### src/rtl/uart_pkg.sv
// Shared constants and drain-FSM encoding for the UART echo path.
// Latency: none (declarations and pure functions only).
// Backpressure: n/a. Case-swap helpers are only called when UART_ECHO_CASE_SWAP_EN is defined.
package uart_pkg;

    localparam int DATA_BITS = 8;

    localparam logic [DATA_BITS-1:0] ASCII_UC_LO = 8'h41;
    localparam logic [DATA_BITS-1:0] ASCII_UC_HI = 8'h5A;
    localparam logic [DATA_BITS-1:0] ASCII_LC_LO = 8'h61;
    localparam logic [DATA_BITS-1:0] ASCII_LC_HI = 8'h7A;

    // Drain FSM: IDLE issues a byte, START waits for the transmitter to take it,
    // BUSY waits for the transmitter to free up again.
    typedef enum logic [1:0] {
        DRAIN_IDLE  = 2'd0,
        DRAIN_START = 2'd1,
        DRAIN_BUSY  = 2'd2
    } drain_state_t;

    function automatic logic is_ascii_letter(input logic [DATA_BITS-1:0] b);
        return ((b >= ASCII_UC_LO) && (b <= ASCII_UC_HI)) ||
               ((b >= ASCII_LC_LO) && (b <= ASCII_LC_HI));
    endfunction

    // Upper/lower case differ only in bit 5 for ASCII letters.
    function automatic logic [DATA_BITS-1:0] case_swap(input logic [DATA_BITS-1:0] b);
        return is_ascii_letter(b) ? (b ^ 8'h20) : b;
    endfunction

endpackage

### src/rtl/sync_fifo.sv
// Single-clock FIFO with show-ahead read data (dout is the current head).
// Latency: a write is visible on dout/empty the cycle after push.
// Backpressure: push ignored when full unless a pop happens in the same cycle; pop ignored when empty.
module sync_fifo #(
    parameter int DEPTH = 16,
    parameter int WIDTH = 8
) (
    input  logic                       clk,
    input  logic                       rst_n,
    input  logic                       push,
    input  logic                       pop,
    input  logic [WIDTH-1:0]           din,
    output logic [WIDTH-1:0]           dout,
    output logic                       full,
    output logic                       empty,
    output logic [$clog2(DEPTH+1)-1:0] level
);
    localparam int PTR_W = $clog2(DEPTH);
    localparam int LVL_W = $clog2(DEPTH+1);

    logic [WIDTH-1:0] mem [DEPTH];
    logic [PTR_W-1:0] wr_ptr;
    logic [PTR_W-1:0] rd_ptr;
    logic             push_ok;
    logic             pop_ok;

    // At full a simultaneous pop frees the slot being written, so both proceed.
    assign pop_ok  = pop && !empty;
    assign push_ok = push && (!full || pop_ok);
    assign full    = (level == LVL_W'(DEPTH));
    assign empty   = (level == '0);
    assign dout    = mem[rd_ptr];

    // Storage array, written at the tail.
    always_ff @(posedge clk) begin
        if (push_ok) begin
            mem[wr_ptr] <= din;
        end
    end

    // Pointers wrap naturally because DEPTH is a power of two.
    always_ff @(posedge clk or negedge rst_n) begin
        if (!rst_n) begin
            wr_ptr <= '0;
            rd_ptr <= '0;
            level  <= '0;
        end else begin
            if (push_ok) wr_ptr <= wr_ptr + PTR_W'(1);
            if (pop_ok)  rd_ptr <= rd_ptr + PTR_W'(1);
            case ({push_ok, pop_ok})
                2'b10:   level <= level + LVL_W'(1);
                2'b01:   level <= level - LVL_W'(1);
                default: level <= level;
            endcase
        end
    end

endmodule

### src/rtl/uart_rx.sv
// 8N1 UART receiver with a two-flop input synchroniser and mid-bit sampling.
// Latency: data_ready pulses one cycle after the mid-stop-bit sample.
// Backpressure: none; the consumer must take data on the data_ready pulse.
module uart_rx
    import uart_pkg::*;
#(
    parameter int CLK_HZ = 12000000,
    parameter int BAUD   = 9600
) (
    input  logic                 clk,
    input  logic                 rst,
    input  logic                 rx,
    output logic [DATA_BITS-1:0] data,
    output logic                 data_ready
);
    localparam int CPB   = CLK_HZ / BAUD;
    localparam int CNT_W = (CPB > 1) ? $clog2(CPB) : 1;
    localparam int BIT_W = $clog2(DATA_BITS);

    typedef enum logic [1:0] {RX_IDLE, RX_START, RX_DATA, RX_STOP} rx_state_t;

    rx_state_t            state;
    logic                 rx_m;
    logic                 rx_s;
    logic [CNT_W-1:0]     cnt;
    logic [BIT_W-1:0]     bit_idx;
    logic [DATA_BITS-1:0] shreg;

    // Synchronise the line, find the start edge, then sample each bit at its centre.
    always_ff @(posedge clk or posedge rst) begin
        if (rst) begin
            rx_m       <= 1'b1;
            rx_s       <= 1'b1;
            state      <= RX_IDLE;
            cnt        <= '0;
            bit_idx    <= '0;
            shreg      <= '0;
            data       <= '0;
            data_ready <= 1'b0;
        end else begin
            rx_m       <= rx;
            rx_s       <= rx_m;
            data_ready <= 1'b0;
            case (state)
                RX_IDLE: begin
                    cnt     <= '0;
                    bit_idx <= '0;
                    if (!rx_s) state <= RX_START;
                end
                RX_START: begin
                    if (cnt == CNT_W'(CPB/2 - 1)) begin
                        cnt   <= '0;
                        state <= rx_s ? RX_IDLE : RX_DATA;
                    end else begin
                        cnt <= cnt + CNT_W'(1);
                    end
                end
                RX_DATA: begin
                    if (cnt == CNT_W'(CPB - 1)) begin
                        cnt   <= '0;
                        shreg <= {rx_s, shreg[DATA_BITS-1:1]};
                        if (bit_idx == BIT_W'(DATA_BITS - 1)) begin
                            state <= RX_STOP;
                        end else begin
                            bit_idx <= bit_idx + BIT_W'(1);
                        end
                    end else begin
                        cnt <= cnt + CNT_W'(1);
                    end
                end
                RX_STOP: begin
                    if (cnt == CNT_W'(CPB - 1)) begin
                        cnt   <= '0;
                        state <= RX_IDLE;
                        if (rx_s) begin
                            data       <= shreg;
                            data_ready <= 1'b1;
                        end
                    end else begin
                        cnt <= cnt + CNT_W'(1);
                    end
                end
                default: state <= RX_IDLE;
            endcase
        end
    end

endmodule

### src/rtl/uart_tx.sv
// 8N1 UART transmitter; the line is a register forced high by the async reset.
// Latency: start bit appears on tx the cycle after en is sampled in idle.
// Backpressure: ready is high in idle and in the final cycle of the stop bit; en is only honoured in idle.
module uart_tx
    import uart_pkg::*;
#(
    parameter int CLK_HZ = 12000000,
    parameter int BAUD   = 9600
) (
    input  logic                 clk,
    input  logic                 rst,
    input  logic                 en,
    input  logic [DATA_BITS-1:0] data,
    output logic                 tx,
    output logic                 ready
);
    localparam int CPB   = CLK_HZ / BAUD;
    localparam int CNT_W = (CPB > 1) ? $clog2(CPB) : 1;
    localparam int BIT_W = $clog2(DATA_BITS);

    typedef enum logic [1:0] {TX_IDLE, TX_START, TX_DATA, TX_STOP} tx_state_t;

    tx_state_t            state;
    logic [CNT_W-1:0]     cnt;
    logic [BIT_W-1:0]     bit_idx;
    logic [DATA_BITS-1:0] shreg;

    // Raising ready in the last stop cycle lets the next byte follow with a minimal idle gap.
    assign ready = (state == TX_IDLE) ||
                   ((state == TX_STOP) && (cnt == CNT_W'(CPB - 1)));

    // Shift the frame out LSB first, each bit held for CPB cycles.
    always_ff @(posedge clk or posedge rst) begin
        if (rst) begin
            state   <= TX_IDLE;
            cnt     <= '0;
            bit_idx <= '0;
            shreg   <= '0;
            tx      <= 1'b1;
        end else begin
            case (state)
                TX_IDLE: begin
                    if (en) begin
                        shreg <= data;
                        tx    <= 1'b0;
                        cnt   <= '0;
                        state <= TX_START;
                    end
                end
                TX_START: begin
                    if (cnt == CNT_W'(CPB - 1)) begin
                        cnt     <= '0;
                        tx      <= shreg[0];
                        shreg   <= {1'b0, shreg[DATA_BITS-1:1]};
                        bit_idx <= '0;
                        state   <= TX_DATA;
                    end else begin
                        cnt <= cnt + CNT_W'(1);
                    end
                end
                TX_DATA: begin
                    if (cnt == CNT_W'(CPB - 1)) begin
                        cnt <= '0;
                        if (bit_idx == BIT_W'(DATA_BITS - 1)) begin
                            tx    <= 1'b1;
                            state <= TX_STOP;
                        end else begin
                            tx      <= shreg[0];
                            shreg   <= {1'b0, shreg[DATA_BITS-1:1]};
                            bit_idx <= bit_idx + BIT_W'(1);
                        end
                    end else begin
                        cnt <= cnt + CNT_W'(1);
                    end
                end
                TX_STOP: begin
                    if (cnt == CNT_W'(CPB - 1)) begin
                        cnt   <= '0;
                        state <= TX_IDLE;
                    end else begin
                        cnt <= cnt + CNT_W'(1);
                    end
                end
                default: state <= TX_IDLE;
            endcase
        end
    end

endmodule

### src/rtl/uart_echo_fifo.sv
// UART echo: received bytes go through a FIFO and are re-sent on tx; optional case swap via UART_ECHO_CASE_SWAP_EN.
// Latency: byte pushed on data_ready, popped the next cycle at the earliest, start bit two cycles after the pop.
// Backpressure: FIFO absorbs tx stalls; a byte arriving at full with no pop is dropped and latches overflow.
module uart_echo_fifo
    import uart_pkg::*;
#(
    parameter int BAUD   = 9600,
    parameter int CLK_HZ = 12000000,
    parameter int DEPTH  = 16,
    parameter int LED_W  = 4
) (
    input  logic                       clk,
    input  logic                       rst_n,
    input  logic                       rx,
    output logic                       tx,
    output logic [LED_W-1:0]           leds,
    output logic                       overflow,
    output logic [$clog2(DEPTH+1)-1:0] level
);
    logic [1:0]           rst_pipe;
    logic                 rst_sync_n;
    logic                 rst_sync;

    logic [DATA_BITS-1:0] rx_dat;
    logic                 rx_vld;
    logic                 tx_rdy;
    logic                 tx_en;
    logic [DATA_BITS-1:0] tx_dat;
    logic [DATA_BITS-1:0] tx_byte;

    logic                 push;
    logic                 pop;
    logic [DATA_BITS-1:0] fifo_dout;
    logic                 fifo_full;
    logic                 fifo_empty;

    drain_state_t         drain_state;

    // Reset asserts asynchronously everywhere but releases only on a clk edge.
    always_ff @(posedge clk or negedge rst_n) begin
        if (!rst_n) begin
            rst_pipe <= 2'b00;
        end else begin
            rst_pipe <= {rst_pipe[0], 1'b1};
        end
    end

    assign rst_sync_n = rst_pipe[1];
    assign rst_sync   = ~rst_sync_n;

    uart_rx #(
        .CLK_HZ (CLK_HZ),
        .BAUD   (BAUD)
    ) u_rx (
        .clk        (clk),
        .rst        (rst_sync),
        .rx         (rx),
        .data       (rx_dat),
        .data_ready (rx_vld)
    );

    uart_tx #(
        .CLK_HZ (CLK_HZ),
        .BAUD   (BAUD)
    ) u_tx (
        .clk   (clk),
        .rst   (rst_sync),
        .en    (tx_en),
        .data  (tx_dat),
        .tx    (tx),
        .ready (tx_rdy)
    );

    // Pop only from IDLE; at full, a same-cycle pop makes room for the arriving byte.
    assign pop  = (drain_state == DRAIN_IDLE) && !fifo_empty && tx_rdy;
    assign push = rx_vld && (!fifo_full || pop);

    sync_fifo #(
        .DEPTH (DEPTH),
        .WIDTH (DATA_BITS)
    ) u_fifo (
        .clk   (clk),
        .rst_n (rst_sync_n),
        .push  (push),
        .pop   (pop),
        .din   (rx_dat),
        .dout  (fifo_dout),
        .full  (fifo_full),
        .empty (fifo_empty),
        .level (level)
    );

`ifdef UART_ECHO_CASE_SWAP_EN
    assign tx_byte = case_swap(fifo_dout);
`else
    assign tx_byte = fifo_dout;
`endif

    // LEDs mirror the last accepted byte; overflow latches on any dropped byte.
    always_ff @(posedge clk or negedge rst_sync_n) begin
        if (!rst_sync_n) begin
            leds     <= '0;
            overflow <= 1'b0;
        end else begin
            if (push) begin
                leds <= rx_dat[LED_W-1:0];
            end
            if (rx_vld && fifo_full && !pop) begin
                overflow <= 1'b1;
            end
        end
    end

    // Drain FSM: one en pulse per popped byte, then track the transmitter through its frame.
    always_ff @(posedge clk or negedge rst_sync_n) begin
        if (!rst_sync_n) begin
            drain_state <= DRAIN_IDLE;
            tx_en       <= 1'b0;
            tx_dat      <= '0;
        end else begin
            tx_en <= 1'b0;
            case (drain_state)
                DRAIN_IDLE: begin
                    if (pop) begin
                        tx_en       <= 1'b1;
                        tx_dat      <= tx_byte;
                        drain_state <= DRAIN_START;
                    end
                end
                DRAIN_START: begin
                    if (!tx_rdy) drain_state <= DRAIN_BUSY;
                end
                DRAIN_BUSY: begin
                    if (tx_rdy) drain_state <= DRAIN_IDLE;
                end
                default: drain_state <= DRAIN_IDLE;
            endcase
        end
    end

endmodule
### config.mk
export PLATFORM = sky130hd
export DESIGN_NAME = uart_echo_fifo
export DESIGN_NICKNAME = d
export VERILOG_FILES = /design/src/rtl/uart_pkg.sv /design/src/rtl/sync_fifo.sv /design/src/rtl/uart_rx.sv /design/src/rtl/uart_tx.sv /design/src/rtl/uart_echo_fifo.sv
export SDC_FILE = /design/constraint.sdc
export NUM_CORES = 1
export LEC_CHECK = 0
export ABC_AREA = 1
export CAP_MARGIN = 10
export CORE_MARGIN = 8
export CORE_UTILIZATION = 30
export DETAILED_ROUTE_END_ITERATION = 8
export PLACE_DENSITY = 0.43
export SLEW_MARGIN = 20
export SYNTH_ARGS = -nofsm -noshare
export SYNTH_HDL_FRONTEND = slang
export SYNTH_SLANG_ARGS = --single-unit
### constraint.sdc
create_clock -name clk -period 2.59 [get_ports clk]
set_input_delay 0.259 -clock clk [delete_from_list [all_inputs] [get_ports clk]]
set_output_delay 0.259 -clock clk [all_outputs]
set_load 0.01 [all_outputs]
==> Word-level counts from Yosys, hierarchy flattened <==
Memories as Yosys holds them, arrays and structs flattened. A register that Yosys moved wholly into a read port is not among the register bits.
Cells that the tools add are included.
{ "totals": {"regBits": 83, "ram_bits": 128, "input_bits": 3, "output_inout_bits": 11, "word_cells": 144, "mem_count": 1} }
{ "op_classes": {"addsub": 8, "n_eq_ne": 31, "mux": 48, "n_reduce_logical": 35} }
{ "mem_list": {"columns": ["name", "words", "width", "rd", "rd_ports_with_merged_regs", "wr", "line_no", "source"], "rows": [
  ["u_fifo.mem", 16, 8, 1, 1, 1, "sync_fifo.sv:21", "logic [WIDTH-1:0] mem [DEPTH];"]
]} }
{ "ops": {"columns": ["operator", "n"], "rows": [
  ["$mux 11", 4],
  ["$pmux 11 s3", 1],
  ["$mux 8", 4],
  ["$mux 2", 14],
  ["$pmux 8 s3", 1],
  ["$add 11x1->11 const B", 2],
  ["$eq 11x11->1 const B", 2],
  ["$pmux 11 s2", 1],
  ["$ne 2x2->1 const B", 8],
  ["$pmux 2 s4", 2],
  ["$mux 3", 5],
  ["$reduce_and 5->1", 3],
  ["$ne 2x1->1 const B", 7],
  ["$eq 2x2->1 const B", 6],
  ["$pmux 3 s2", 2],
  ["$eq 11x10->1 const B", 1],
  ["$mux 1", 11],
  ["$pmux 5 s2", 1],
  ["$reduce_and 3->1", 3],
  ["$add 4x1->4 const B", 2],
  ["$eq 2x1->1 const B", 4],
  ["$logic_and 1x1->1", 8],
  ["$reduce_and 4->1", 2],
  ["$add 3x1->3 const B", 2],
  ["15 further kinds", 26]
]} }

==> Logic depth before layout (Yosys ltp) <==
{ "logic_depth": {"ltp_word": 9, "mapped_depth": 22, "depth_no_buf": 20} }

==> Hierarchy <==
A second synthesis with hierarchy kept.
{ "unflattened": {"cells_unflattened": 959, "area_unflattened_um2": 9899.5} }
{ "modules_own_cells": {"columns": ["module", "n_inst", "cells_per_inst", "area_each_um2", "seq_area_each_um2"], "rows": [
  ["sync_fifo", 1, 481, 5957.0, 4169.0],
  ["uart_rx", 1, 200, 1700.4, 878.3],
  ["uart_tx", 1, 206, 1550.2, 626.9],
  ["uart_echo_fifo", 1, 72, 691.9, 450.4]
]} }

==> Worst setup path before layout <==
No wires, ideal clock.
{ "synth_timing": {"kind": "reg2reg", "startpoint": "register u_tx.state[0]", "endpoint": "register u_fifo.level[4]", "setup_ps": 126, "arrival_time_ps": 2658, "required_ps": 2464, "path_slack_ps": -195, "path_stages_with_launch": 19, "path_buffers": 2, "period_less_slack_ps": 2785, "cell_sequence": "dfrtp_1 > inv_1 > ha_1 > or2_2 > nand3_4 > nand2_4 > nand2_4 > buf_6 > ha_1 > clkbuf_1 > xor2_1 > ha_1 > nor2_1 > nor2_1 > nand2_1 > nand3_1 > nand2_1 > nand2_1 > o21ai_0"} }
{ "synth_via": {"elab_chain_len": 9, "word_cells_on_any_way": 14, "cone_classes": "eq/ne: 3; mux: 1; reduce/logical: 10"} }
{ "synth_rtl": {"columns": ["element", "line_no", "source"], "rows": [
  ["from (decl)", "uart_tx.sv:23", "tx_state_t state;"],
  ["from (signal assigned)", "uart_tx.sv:35", "state <= TX_IDLE;"],
  ["from (signal assigned)", "uart_tx.sv:47", "state <= TX_START;"],
  ["from (signal assigned)", "uart_tx.sv:56", "state <= TX_DATA;"],
  ["$eq 2x2->1", "uart_tx.sv:30", "((state == TX_STOP) && (cnt == CNT_W'(CPB - 1)));"],
  ["$logic_and 1x1->1", "uart_tx.sv:30", null],
  ["$logic_or 1x1->1 *", "uart_tx.sv:29", "assign ready = (state == TX_IDLE) ||"],
  ["$logic_and 1x1->1 *", "uart_echo_fifo.sv:75", "assign pop = (drain_state == DRAIN_IDLE) && !fifo_empty && tx_rdy;"],
  ["$logic_or 1x1->1 / $logic_and 1x1->1 (equally long branches)", "uart_echo_fifo.sv:76, sync_fifo.sv:28", null],
  ["$logic_and 1x1->1 / $logic_or 1x1->1 (equally long branches)", "uart_echo_fifo.sv:76, sync_fifo.sv:29", null],
  ["$logic_and 1x1->1", "sync_fifo.sv:29", "assign push_ok = push && (!full || pop_ok);"],
  ["$eq 2x1->1 / $eq 2x2->1 (equally long branches)", "sync_fifo.sv:50", "case ({push_ok, pop_ok})"],
  ["$pmux 5 s2 / $reduce_bool 2->1 (equally long branches)", null, null],
  ["to (signal assigned)", "sync_fifo.sv:51", "2'b10: level <= level + LVL_W'(1);"],
  ["to (signal assigned)", "sync_fifo.sv:52", "2'b01: level <= level - LVL_W'(1);"],
  ["to (signal assigned)", "sync_fifo.sv:53", "default: level <= level;"],
  ["to (decl)", "sync_fifo.sv:16", "output logic [$clog2(DEPTH+1)-1:0] level"]
]} }
Mark *: on every way between the ends. The rest lies on a longest branch, timed or not.
A chain may end at the register's enable or synchronous reset.

==> Worst setup path in the final report <==
{ "layout_timing": {"startpoint": "register u_tx.cnt[1]", "endpoint": "register u_fifo.level[4]"} }
{ "layout_via": {"elab_chain_len": 9, "word_cells_on_any_way": 13, "cone_classes": "eq/ne: 3; mux: 1; reduce/logical: 9"} }
{ "layout_rtl": {"columns": ["element", "line_no", "source"], "rows": [
  ["from (decl)", "uart_tx.sv:24", "logic [CNT_W-1:0] cnt;"],
  ["from (signal assigned)", "uart_tx.sv:58", "cnt <= cnt + CNT_W'(1);"],
  ["from (signal assigned)", "uart_tx.sv:73", "cnt <= cnt + CNT_W'(1);"],
  ["from (signal assigned)", "uart_tx.sv:81", "cnt <= cnt + CNT_W'(1);"],
  ["$eq 11x11->1 *", "uart_tx.sv:30", null],
  ["$logic_and 1x1->1 *", "uart_tx.sv:30", null],
  ["$logic_or 1x1->1 *", "uart_tx.sv:29", null],
  ["$logic_and 1x1->1 *", "uart_echo_fifo.sv:75", null],
  ["$logic_or 1x1->1 / $logic_and 1x1->1 (equally long branches)", "uart_echo_fifo.sv:76, sync_fifo.sv:28", null],
  ["$logic_and 1x1->1 / $logic_or 1x1->1 (equally long branches)", "uart_echo_fifo.sv:76, sync_fifo.sv:29", null],
  ["$logic_and 1x1->1", "sync_fifo.sv:29", null],
  ["$eq 2x1->1 / $eq 2x2->1 (equally long branches)", "sync_fifo.sv:50", null],
  ["$pmux 5 s2 / $reduce_bool 2->1 (equally long branches)", null, null]
]} }
Marks and branches as above.

==> metrics <==
critical path data arrival time=roughly 2.8 ns; TritonRoute pass-1 iters=4; Hold Vio Cnt, Final=0; min Tclk post-route=approximately 2.4 ns; layout cell share with drive strength beyond 1=10.5%; DRT iter0 DRCs=~340; ys async rst share=slightly above 40%; Syn. warnings=0; post-synth top area share=between 40% and 50%; synthesized area=9600 um^2; grt ovf=0; vias in the first global route=about 6400; Core Box Area=roughly 32000 um^2; CTS tree=built; leakage=4.29 nW; worst hold path type=in2reg; initial cell density of the core=~30%; top_reg_cell synth=edfxtp_1; Final #Nets=about 1000; Hold Slack=approximately 0.14 ns; Final Power=~7.4 mW; fin. max-slew vios=0; DP HPWL=~14 mm; fillers=about 3200; sequential fraction of the synthesis area=a little under two thirds; Root Buffer=clkbuf_16; latest clock arrival within the worst-skew pair=0.53 ns; first-pass GRT wire length=around 36 mm; Max Cap Viol=0; Synth Area per Inst=approximately 10 um^2; die height=between 150 and 200 um; Yosys reg bits=219; # DRC=0; required time worst endpoint=between 3 and 4 ns; WS Path Type=reg2reg; Post-synth EDFFs=approximately 130; Cell Pwr Density=~660 nW/um^2; Synth top cells by count=nor2_1 (179), nand2_1 (165), edfxtp_1 (128); FMAX=~0.42 GHz; clock-pin slew on the worst setup and hold paths=approximately 0.050 ns; I/O Pins=14; count of cell types in the netlist=34; WL/cell=between 15 and 20 um; pin count of the biggest net entering global routing=45; Cell Area, Placed=approximately 10000 um^2; Die W=195 um; Crit Path Max Fanout=3; Design Area, Final=around 11000 um^2; maximum vdd drop=slightly above 0.0005 V; top-count cell post-synth=nor2_1; final setup vio count=0; Max clock buf depth=3; final wirelength=about 22 mm; all-layer global routing usage=a little under an eighth; synth-to-layout area growth=17.3%; RD Place Congestion=0.778; Routed Antenna Nets=0; Inserted Clock Buffers=26; run status=finished, final reports clean; Area contributors post-synth=edfxtp_1 (40%), dfrtp_1 (23%), nor2_1 (7.0%), nand2_1 (6.5%), o21ai_0 (5.4%); die area=38000 um^2; antenna violations before repair=0; synthesized instance count=approximately 950; CTS sink count=roughly 220; Slew headroom=about half; H-Tree Depth=1; Via density=approximately 4.5; Port Buffers=13; worst-margin pin slew=about 0.77 ns; critical path endpoint category=register; CP Launch Type=register; syn_nets=970; Layout Skew=approximately 0.022 ns; Synth area leader=edfxtp_1; Site Rows=between 60 and 70; Antenna diodes=0; Final period util=approximately 91%; total number of vias=6417
[power breakdown]
group / internal, mW / switching (mW)
Sequential: 3.70 / 0.0492
Combinational: 0.0646 / 0.146
Clock: 2.08 / 1.36
[what timing repair did]
item / in CTS / in global routing
endpoints found under the hold margin: 2 / 0
resized for setup: 0 / 13
endpoints found under the setup margin: 0 / 1
hold buffers: 1 / 0
setup buffers: 0 / 6
[state kept, by name, indices dropped and copies added, names as in the netlist, 2 cells and up, named ones only]
name	count
u_fifo.mem	128
u_rx.cnt	11
u_tx.cnt	11
tx_dat	8
u_rx.data	8
u_rx.shreg	8
u_tx.shreg	8
u_fifo.level	5
leds	4
u_fifo.rd_ptr	4
u_fifo.wr_ptr	4
u_rx.bit_idx	3
u_tx.bit_idx	3
drain_state	2
rst_pipe	2
u_tx.state	2
[logic make-up (layout without fill, tap and decap cells)]
family	Yosys count	after routing	synth area share, %
other cells	1	1	0.0391
buf+inv	97	162	4.24
compound gates	123	123	6.63
xor+xnor	16	16	1.46
mux	7	7	0.730
fa+ha+maj	22	22	2.87
flops	219	219	63.8
simple gates	460	460	20.3
[final timing paths]
| path | start | to | slack, ns | cells past startpoint |
|---|---|---|---|---|
| setup / recovery | u_tx.cnt[1] | u_fifo.level[4] | 0.22 | 20 |
| hold / removal | rx | u_rx.rx_m | 0.14 | 1 |
| setup reg to reg | u_tx.cnt[1] | u_fifo.level[4] | 0.22 | 20 |
| hold reg to reg | rst_pipe[1] | u_fifo.level[1] | 0.28 | 0 |
| max in group asynchronous | rst_pipe[1] | u_tx.tx | 1.65 | 1 |
| min in group asynchronous | rst_pipe[1] | u_fifo.level[1] | 0.28 | 0 |
[per-layer routing]
| metal | vias to the layer above | part of all wire, % | track usage (%) |
|---|---|---|---|
| met5 | - | 0 | 0 |
| met4 | 0 | 1.9 | 3.06 |
| met3 | 30 | 3.3 | 1.85 |
| met2 | 70 | 45 | 18.4 |
| met1 | 3063 | 49 | 16.2 |
| li1 | 3254 | - | - |
[area by class of cell]
class	instances	area [um^2]	share of cell area, %
timing repair buffer	57	492	4.36
sequential	219	6130	54.4
tap	402	503	4.46
clock inverter	4	80.1	0.711
clock buffer	41	717	6.36
inverter	60	225	2.00
multi-input combinational	629	3120	27.7
[worst max-delay path, stage by stage (launching register included)]
cell     delay [ns]
dfrtp_1        0.39
inv_2          0.06
ha_1           0.13
nand2_1        0.05
nor2_2         0.14
nand3_4        0.09
nand2_4        0.10
nand3_4        0.11
nand2_8        0.11
nand2_8        0.05
ha_4           0.17
xor2_2         0.17
ha_2           0.21
nor2_4         0.08
nor2_2         0.04
nand2_1        0.08
nand2_1        0.05
nand2_1        0.06
nand2_1        0.04
nand2_1        0.05
o21ai_1        0.05
[through the flow]
stage | instances | setup TNS [ns] | utilization, % | setup slack, ns
3_3_place_gp | 1360 | 0 | 32.8 | 0.0914
6_report | 1412 | 0 | 35.7 | 0.222
3_5_place_dp | 1360 | 0 | 32.8 | 0.0432
2_1_floorplan | 945 | -0.102 | - | -0.102
5_1_grt | 1412 | -0.00876 | 35.7 | -0.00876
4_1_cts | 1406 | 0 | 35.4 | 0.0281
[cells in the final DEF (no fill, tap or decap), types with 3 or more instances in the layout]
cell	count
edfxtp_1	128
clkdlybuf4s50_1	13
nor2_2	11
clkinv_1	3
xnor2_1	5
o22ai_1	6
nand4_1	6
inv_2	4
o21ai_0	103
nand3_1	79
a21oi_1	7
dfstp_2	3
xor2_1	10
clkbuf_1	14
dfrtp_1	86
inv_1	54
nor2_1	177
clkbuf_16	26
buf_4	40
or2_2	3
nor3_1	12
mux2i_1	7
ha_1	20
nand2_1	165
No activity file was read; power rests on OpenSTA's default activity.
